**src/rtl/regfile_wb_arbiter.sv**
```systemverilog
// Two-source round-robin writeback arbiter for the register file write port.
// One registered commit per cycle; x0 writes are accepted but never reach the file.

module regfile_wb_stall_cnt #(
  parameter int CNT_W = 16
) (
  input  logic             clk,
  input  logic             reset,
  input  logic             clr,
  input  logic             inc,
  output logic [CNT_W-1:0] cnt
);
  logic [CNT_W-1:0] cnt_q, cnt_d;

  // Clear beats increment; the counter sticks at all-ones.
  always_comb begin
    cnt_d = cnt_q;
    if (clr)                      cnt_d = '0;
    else if (inc && cnt_q != '1)  cnt_d = cnt_q + {{(CNT_W-1){1'b0}}, 1'b1};
  end

  always_ff @(posedge clk) begin
    if (reset) cnt_q <= '0;
    else       cnt_q <= cnt_d;
  end

  assign cnt = cnt_q;
endmodule

module regfile_wb_arbiter #(
  parameter int DATA_W = 32,
  parameter int ADDR_W = 5,
  parameter int CNT_W  = 16
) (
  input  logic              clk,
  input  logic              reset,
  input  logic              arb_en,
  input  logic              clr_stats,
  input  logic              in0_valid,
  output logic              in0_ready,
  input  logic [ADDR_W-1:0] in0_rd,
  input  logic [DATA_W-1:0] in0_data,
  input  logic              in1_valid,
  output logic              in1_ready,
  input  logic [ADDR_W-1:0] in1_rd,
  input  logic [DATA_W-1:0] in1_data,
  output logic              rf_we,
  output logic [ADDR_W-1:0] rf_rd,
  output logic [DATA_W-1:0] rf_wdata,
  output logic [CNT_W-1:0]  in0_stalls,
  output logic [CNT_W-1:0]  in1_stalls
);
  localparam int NUM_SRC = 2;

  logic [NUM_SRC-1:0]             valid, gnt, stall;
  logic [NUM_SRC-1:0][ADDR_W-1:0] rd;
  logic [NUM_SRC-1:0][DATA_W-1:0] data;
  logic [NUM_SRC-1:0][CNT_W-1:0]  stalls;

  logic              rr_ptr_q, rr_ptr_d;
  logic              rf_we_q, rf_we_d;
  logic [ADDR_W-1:0] rf_rd_q, rf_rd_d;
  logic [DATA_W-1:0] rf_wdata_q, rf_wdata_d;
  logic              sel;

  assign valid = {in1_valid, in0_valid};
  assign rd    = {in1_rd, in0_rd};
  assign data  = {in1_data, in0_data};

  // rr_ptr names the source that wins a tie.
  always_comb begin
    gnt = '0;
    if (!reset && arb_en) begin
      if (valid[0] && (!valid[1] || !rr_ptr_q)) gnt[0] = 1'b1;
      else if (valid[1])                        gnt[1] = 1'b1;
    end
  end

  always_comb begin
    rr_ptr_d = rr_ptr_q;
    if (gnt[0])      rr_ptr_d = 1'b1;
    else if (gnt[1]) rr_ptr_d = 1'b0;
    sel        = gnt[1];
    rf_we_d    = (|gnt) && (rd[sel] != '0);
    rf_rd_d    = rf_we_d ? rd[sel]   : '0;
    rf_wdata_d = rf_we_d ? data[sel] : '0;
  end

  always_ff @(posedge clk) begin
    if (reset) begin
      rr_ptr_q   <= 1'b0;
      rf_we_q    <= 1'b0;
      rf_rd_q    <= '0;
      rf_wdata_q <= '0;
    end else begin
      rr_ptr_q   <= rr_ptr_d;
      rf_we_q    <= rf_we_d;
      rf_rd_q    <= rf_rd_d;
      rf_wdata_q <= rf_wdata_d;
    end
  end

  assign stall = valid & ~gnt & {NUM_SRC{~reset}};

  for (genvar i = 0; i < NUM_SRC; i++) begin : g_stall
    regfile_wb_stall_cnt #(.CNT_W(CNT_W)) u_cnt (
      .clk   (clk),
      .reset (reset),
      .clr   (clr_stats),
      .inc   (stall[i]),
      .cnt   (stalls[i])
    );
  end

  assign in0_ready  = gnt[0];
  assign in1_ready  = gnt[1];
  assign rf_we      = rf_we_q;
  assign rf_rd      = rf_rd_q;
  assign rf_wdata   = rf_wdata_q;
  assign in0_stalls = stalls[0];
  assign in1_stalls = stalls[1];
endmodule

```
**config.mk**
```make
export PLATFORM = sky130hd
export DESIGN_NAME = regfile_wb_arbiter
export DESIGN_NICKNAME = d
export VERILOG_FILES = /design/src/rtl/regfile_wb_arbiter.sv
export SDC_FILE = /design/constraint.sdc
export NUM_CORES = 1
export LEC_CHECK = 0
export ABC_CLOCK_PERIOD_IN_PS = 2100
export CORE_UTILIZATION = 38
export CTS_CLUSTER_DIAMETER = 40
export DETAILED_ROUTE_END_ITERATION = 8
export GPL_TIMING_DRIVEN = 0
export MAX_ROUTING_LAYER = met4
export PLACE_DENSITY = 0.76
export SLEW_MARGIN = 15
export SYNTH_ARGS = -nofsm -noshare
export SYNTH_HDL_FRONTEND = slang
export SYNTH_HIERARCHICAL = 1
export SYNTH_SLANG_ARGS = --single-unit
```
**constraint.sdc**
```tcl
create_clock -name clk -period 2.1 [get_ports clk]
set_input_delay 0.315 -clock clk [delete_from_list [all_inputs] [get_ports clk]]
set_output_delay 0.315 -clock clk [all_outputs]
set_load 0.02 [all_outputs]
```
==> metrics.yaml, run 1 <==
pwr:
  vdd_drop_max_mv: 0.453
  power.total_mw: 3.36
  power_leakage_nw: 2.00
  power.density_nw_per_um2: 616
routing:
  wl_per_cell_um: 15.1
  vias: 3573
  drc_errors: 0
  vias_per_cell: 5.36
  drt-total-wl_um: 10000
  drtIter0Drc: 100
  first_pass_iters: 5
  ant_nets: 0
clocking:
  cts_root_buf: "clkbuf_8"
  cts.path.max_buffers: 2
  numCtsBuffers: 9
  cts_num_sinks: 71
  tritoncts: "done"
  clk_pin_slew_worst_paths_ps: 80
  htree_levels: 3
  clkLatencyLatePin_ps: 350
global_route:
  grt_pass1_vias: 3550
  gr-usage-all-layers_pct: 23.7
  grt_first_pass_wirelength_um: 16200
  overflow: 0
  antenna_found_initial: 1
  grt_max_degree: 19
sta:
  min_period_ps: 1950
  fmax_mhz: 513
  skew_ps: 4.20
  hold_violations: 0
  setup_violations: 0
  worstMarginPinSlew_ps: 682
  slew_violations: 0
  finalWorstSetupSlack_ps: 150
  period_share_pct: 92.9
  relSlewSlack_pct: 54.0
  setup_tns_ps: 0
setup_path:
  start_kind: "flop"
  criticalPathCategory: "flop to flop"
  path_depth: 10
  crit-reg2reg-launch: "rr_ptr_q"
  worstPathArrival_ps: 2230
  slowest_stage: "dfxtp_2"
  r2r-end: "g_stall[1].u_cnt/cnt[9]"
  crit_required_ps: 2380
  worst-r2r-cell-count: 10
  crit_end: "g_stall[1].u_cnt/cnt[9]"
  critPathTopFamily: "simple AND/OR/NAND/NOR gates"
  endpoint_kind: "flop"
  worst-path-max-fanout: 10
  cp-startpoint: "rr_ptr_q"
  cp_num_buf_inv: 3
  critical_path.max_stage_delay_ps: 340
  worst-r2r-setup-slack_ps: 150
  cp_cell_sequence: "nand2b_4 -> nand3_4 -> inv_2 -> buf_6 -> nor3b_4 -> buf_6 -> and3_4 -> nand3_4 -> a211oi_4 -> mux2i_1"
cells_and_area:
  final_net_count: 637
  drive_above_1_share_pct: 16.4
  area_growth_pct: 62.1
  layout_common_cells: "145 x clkdlybuf4s50_1, 71 x nand2_1, 70 x dfxtp_1"
  final_util_pct: 65.1
  final_cell_count_no_fill: 666
  layout_commonest_cell: "clkdlybuf4s50_1"
floorplanning:
  die_y_um: 96.1
  dieArea_sq_um: 9230
  initial_utilization_pct: 40.1
  io_pins: 152
  dieWidth_um: 96.1
  row_count: 33
  core_area_sq_um: 8380
synthesis:
  seq_area_frac_synth_pct: 42.2
  synth_area_sq_um: 3360
  synthTopCellsByArea: "dfxtp_1 42%, nand2_1 7.9%, nand3_1 6.2%"
  synth.distinct_cells: 47
  ys_seq_elements: 71
  synth_top_area_share_pct: 42.2
  ys.warnings.count: 6
  avgSynthCellArea_sq_um: 8.72
  syn_inst: 386
  synth_top_area_cell: "dfxtp_1"
  syn-num-nets: 468
min_path:
  hold_class: "input port to flop"
  hold-path-cell-count: 2
run:
  cap_violations: 0
placed_design:
  dp_hpwl_um: 7560
  dp.cells: 642
  pre_cts_ws_ps: -1190
  place_congestion: 0.823
  port_buffers: 151
status:
  status: "finished, final reports clean"
-- cell usage after synthesis, drive strengths merged --
| cell | n |
|---|---|
| and2b | 1 |
| and3 | 12 |
| nand4 | 8 |
| nand2 | 71 |
| a2111o | 4 |
| clkbuf | 3 |
| nor3 | 7 |
| o2111ai | 2 |
| and4 | 2 |
| a41o | 2 |
| o21ai | 46 |
| nor2 | 5 |
| a31oi | 8 |
| or2 | 2 |
| mux2i | 12 |
| a21oi | 20 |
| and2 | 8 |
| or3 | 14 |
| o2111a | 2 |
| buf | 18 |
| nor3b | 2 |
| nand2b | 1 |
| a311oi | 3 |
| o21a | 1 |
| a211oi | 8 |
| nand3 | 43 |
| dlygate4sd1 | 2 |
| ha | 2 |
| dfxtp | 71 |
| inv | 3 |
| a21boi | 2 |
| or4 | 1 |
-- through the flow --
stage                     hold WS, ps  instance area, sq um
after global routing              260                  5450
after floorplan                   387                  3370
after detailed placement          500                  5010
after CTS                         501                  5390
final                             270                  5450
after global placement            480                  5010
-- final cells by class --
class                      instances  area (sq um)
antenna                            1          2.50
buffer                            23           171
clock buffer                      11           151
clock inverter                     5           128
fill                             727          2930
inverter                           3          11.3
multi-input combinational        289          1860
sequential                        71          1420
tap                              105           131
timing repair buffer             158          1570
-- cells by family after synthesis --
logic type      synth area share [%]
fa+ha+maj                      0.744
mux                             3.57
flops                           42.2
compound gates                  19.4
buf+inv                         5.32
simple gates                    28.7
-- state kept, by name (all words and copies together), names as in the netlist --
name / count
rf_we: 1
g_stall.u_cnt/cnt: 32
rf_rd: 5
rf_wdata: 32
rr_ptr_q: 1
-- metal layers --
| layer | GRT usage [%] | part of all wire, % |
|---|---|---|
| met1 | 24.6 | 38 |
| met2 | 41.4 | 51 |
| met3 | 7.19 | 8.2 |
| met4 | 10.4 | 2.6 |
| met5 | - | 0 |
-- worst min-delay path by stage --
stage                             startpoint                       end  slack [ps]
floorplan                              reset                  rr_ptr_q         390
detailed placement  g_stall[1].u_cnt/cnt[11]  g_stall[1].u_cnt/cnt[11]         500
finish                                arb_en                  rr_ptr_q         270
global placement                    rr_ptr_q                  rr_ptr_q         480
global route                          arb_en                  rr_ptr_q         260
CTS                                    reset                  rr_ptr_q         500
-- report_power, final --
| group | leakage (nW) | switching, mW | internal, mW |
|---|---|---|---|
| Clock | 0.136 | 0.538 | 0.974 |
| Sequential | 0.578 | 0.0145 | 1.39 |
| Combinational | 1.29 | 0.192 | 0.254 |
-- repair_timing --
action                                  in CTS  in global routing
endpoints found under the setup margin      34                 23
setup buffers                                6                  1
hold buffers                                 0                  0
pin swaps                                    5                  3
resized for setup                           18                 14
-- worst register-to-register path, cell delays in order (launching register included) --
cell	delay (ps)
dfxtp_2	340
nand2b_4	140
nand3_4	90
inv_2	60
buf_6	140
nor3b_4	200
buf_6	130
and3_4	200
nand3_4	130
a211oi_4	250
mux2i_1	200
(Power assumes the default switching activity.)
==> run 2, diff against run 1 <==
--- a/config.mk
+++ b/config.mk
@@ -6,12 +6,14 @@
 export NUM_CORES = 1
 export LEC_CHECK = 0
 export ABC_CLOCK_PERIOD_IN_PS = 2100
+export CORE_ASPECT_RATIO = 0.7
 export CORE_UTILIZATION = 38
 export CTS_CLUSTER_DIAMETER = 40
 export DETAILED_ROUTE_END_ITERATION = 8
 export GPL_TIMING_DRIVEN = 0
 export MAX_ROUTING_LAYER = met4
 export PLACE_DENSITY = 0.76
+export SETUP_SLACK_MARGIN = 0.15
 export SLEW_MARGIN = 15
 export SYNTH_ARGS = -nofsm -noshare
 export SYNTH_HDL_FRONTEND = slang
==> metrics.yaml, run 2 (synthesis results as in run 1) <==
setup_path:
  worst-path-max-fanout: 6  # was 10
  cp-startpoint: "rr_ptr_q"  # unchanged
  criticalPathCategory: "flop to flop"  # unchanged
  critical_path.max_stage_delay_ps: 340  # about the same
  r2r-end: "g_stall[1].u_cnt/cnt[8]"  # was g_stall[1].u_cnt/cnt[9]
  endpoint_kind: "flop"  # unchanged
  slowest_stage: "dfxtp_2"  # unchanged
  cp_cell_sequence: "nand2b_4 -> nand3_4 -> inv_4 -> buf_8 -> nor3b_4 -> and4_4 -> and3_1 -> buf_6 -> o2111a_1 -> nor3_1"  # was nand2b_4 -> nand3_4 -> inv_2 -> buf_6 -> nor3b_4 -> buf_6 -> and3_4 -> nand3_4 -> a211oi_4 -> mux2i_1
  crit_end: "g_stall[1].u_cnt/cnt[8]"  # was g_stall[1].u_cnt/cnt[9]
  worst-r2r-setup-slack_ps: 210  # was 150 ps
  start_kind: "flop"  # unchanged
  worstPathArrival_ps: 2090  # was 2230 ps
  worst-r2r-cell-count: 10  # unchanged
  crit-reg2reg-launch: "rr_ptr_q"  # unchanged
  crit_required_ps: 2300  # was 2380 ps
sta:
  setup_violations: 0  # unchanged
  finalWorstSetupSlack_ps: 211  # was 150 ps
  slew_violations: 0  # unchanged
  rsz0062_at_grt: "no"
  hold_violations: 0  # unchanged
  min_period_ps: 1890  # was 1950 ps
  setup_tns_ps: 0  # unchanged
  worstMarginPinSlew_ps: 835  # was 682 ps
  period_share_pct: 89.9  # was 92.9%
  fmax_mhz: 530  # was 513 MHz
  skew_ps: 6.57  # was 4.20 ps
  relSlewSlack_pct: 43.8  # was 54.0%
floorplanning:
  die_y_um: 80.7  # was 96.1 um
  core_area_sq_um: 8510  # was 8380 sq um
  dieArea_sq_um: 9240  # was 9230 sq um
  initial_utilization_pct: 39.5  # was 40.1%
  dieWidth_um: 114  # was 96.1 um
  row_count: 28  # was 33
  io_pins: 152  # unchanged
pwr:
  switching_share_pct: 22.8  # was 22.2%
  power_leakage_nw: 2.00  # about the same
  clkPwrFrac_pct: 46.9  # was 45.0%
  power.total_mw: 3.49  # was 3.36 mW
  power.switching_uw: 795  # was 744 uW
  vdd_drop_max_mv: 0.387  # was 0.453 mV
  p_int_mw: 2.69  # was 2.62 mW
  power.density_nw_per_um2: 631  # was 616 nW/um^2
  sequentialPowerShare_pct: 40.3  # was 41.7%
  combPwrFrac_pct: 12.9  # was 13.3%
cells_and_area:
  area_growth_pct: 64.3  # was 62.1%
  n_antenna_cell: 0  # was 1
  layout_commonest_cell: "clkdlybuf4s50_1"  # unchanged
  drive_above_1_share_pct: 16.9  # was 16.4%
  fin_area_sq_um: 5530  # was 5450 sq um
  final_cell_count_no_fill: 681  # was 666
  final_net_count: 638  # was 637
  layout_common_cells: "145 x clkdlybuf4s50_1, 71 x nand2_1, 70 x dfxtp_1"  # unchanged
clocking:
  clkLatencyLatePin_ps: 330  # was 350 ps
  tritoncts: "done"  # unchanged
  postCtsHoldBufs: 0  # unchanged
  numCtsBuffers: 9  # unchanged
  cts_root_buf: "clkbuf_16"  # was clkbuf_8
  cts_num_sinks: 71  # unchanged
  htree_levels: 3  # unchanged
  clk_pin_slew_worst_paths_ps: 60  # was 80 ps
  cts.path.max_buffers: 2  # unchanged
min_path:
  hold_class: "input port to flop"  # unchanged
global_route:
  grt_max_degree: 19  # unchanged
  gr-usage-all-layers_pct: 23.2  # was 23.7%
  grt_pass1_vias: 3354  # was 3,550
  antenna_found_initial: 0  # was 1
  grt_first_pass_wirelength_um: 16100  # was 16,200 um
  overflow: 0  # unchanged
placed_design:
  placed_area_sq_um: 5060  # was 5010 sq um
  port_buffers: 151  # unchanged
  place_congestion: 0.840  # was 0.823
  dp_hpwl_um: 7520  # was 7560 um
  pre_cts_ws_ps: -1110  # was -1190 ps
  dp.cells: 657  # was 642
routing:
  vias_per_cell: 5.23  # was 5.36
  drtIter0Drc: 235  # was 100
  wl_per_cell_um: 14.9  # was 15.1 um
  drc_errors: 0  # unchanged
  ant_nets: 0  # unchanged
  drt-total-wl_um: 10100  # was 10,000 um
  vias: 3564  # was 3,573
  first_pass_iters: 4  # was 5
status:
  status: "finished, final reports clean"  # unchanged
run:
  cap_violations: 0  # unchanged
[run 2: cell types whose count changed in the layout (fill, tap and decap cells not counted), moves of 2 or more]
cell / before / now
a211oi_2: 6 / 8
dlygate4sd2_1: 2 / 4
nand3_2: 1 / 3
bufinv_16: 4 / 2
nand3_1: 40 / 38
clkbuf_16: 0 / 9
dlymetal6s2s_1: 3 / 0
a211oi_4: 2 / 0
inv_6: 0 / 2
clkbuf_8: 11 / 0
[run 2: worst max-delay path: cells and delay by family, from the launching register on]
| family | cells | cell delay, ps |
|---|---|---|
| DFF | 1 | 340 |
| buffers and inverters | 3 | 280 |
| AOI/OAI and AO/OA | 1 | 180 |
| and+or+nand+nor | 6 | 970 |
[run 2: power by group through the flow]
stage               clock (mW)  combinational [mW]  sequential, mW
floorplan                    0               0.112            1.48
global placement             0               0.432            1.43
detailed placement           0               0.437            1.43
CTS                       1.67               0.443            1.40
global route              1.74               0.479            1.41
finish                    1.63               0.449            1.40
[run 2: metrics by stage]
stage / hold WS (ps) / util [%]
after floorplan: 387 / -
after global placement: 492 / 59.4
after detailed placement: 500 / 59.4
after CTS: 299 / 64.0
after global routing: 252 / 64.9
final: 257 / 64.9
[run 2: what timing repair did]
action | in CTS | in global routing
gates resized for setup | 23 | 10
setup buffers | 3 | 5
setup endpoints to repair | 40 | 16
pin swaps | 3 | 14
[run 2: area by class of cell]
class,count,area [sq um]
Clock buffer,10,229
Clock inverter,6,92.6
Multi-Input combinational cell,289,1870
Inverter,3,13.8
Buffer,23,183
Timing Repair Buffer,159,1570
Sequential cell,71,1420
Fill cell,751,2990
Tap cell,120,150
[run 2: metal layers]
layer | routed length [um] | vias up | part of all wire [%] | GRT usage [%]
li1 | - | 1748 | - | -
met1 | 4480 | 1685 | 44 | 27.7
met2 | 4830 | 117 | 48 | 37.7
met3 | 678 | 14 | 6.7 | 6.49
met4 | 143 | 0 | 1.4 | 7.92
met5 | 0 | - | 0 | -
[run 2: how the worst min path moves through the flow]
stage / start / to / slack (ps) / depth (start not counted)
5_1_grt: reset / rr_ptr_q / 250 / 2
6_report: reset / rr_ptr_q / 260 / 2
2_1_floorplan: reset / rr_ptr_q / 390 / 1
3_5_place_dp: g_stall[0].u_cnt/cnt[5] / g_stall[0].u_cnt/cnt[5] / 500 / 2
3_3_place_gp: g_stall[0].u_cnt/cnt[11] / g_stall[0].u_cnt/cnt[11] / 490 / 2
4_1_cts: reset / rr_ptr_q / 300 / 2
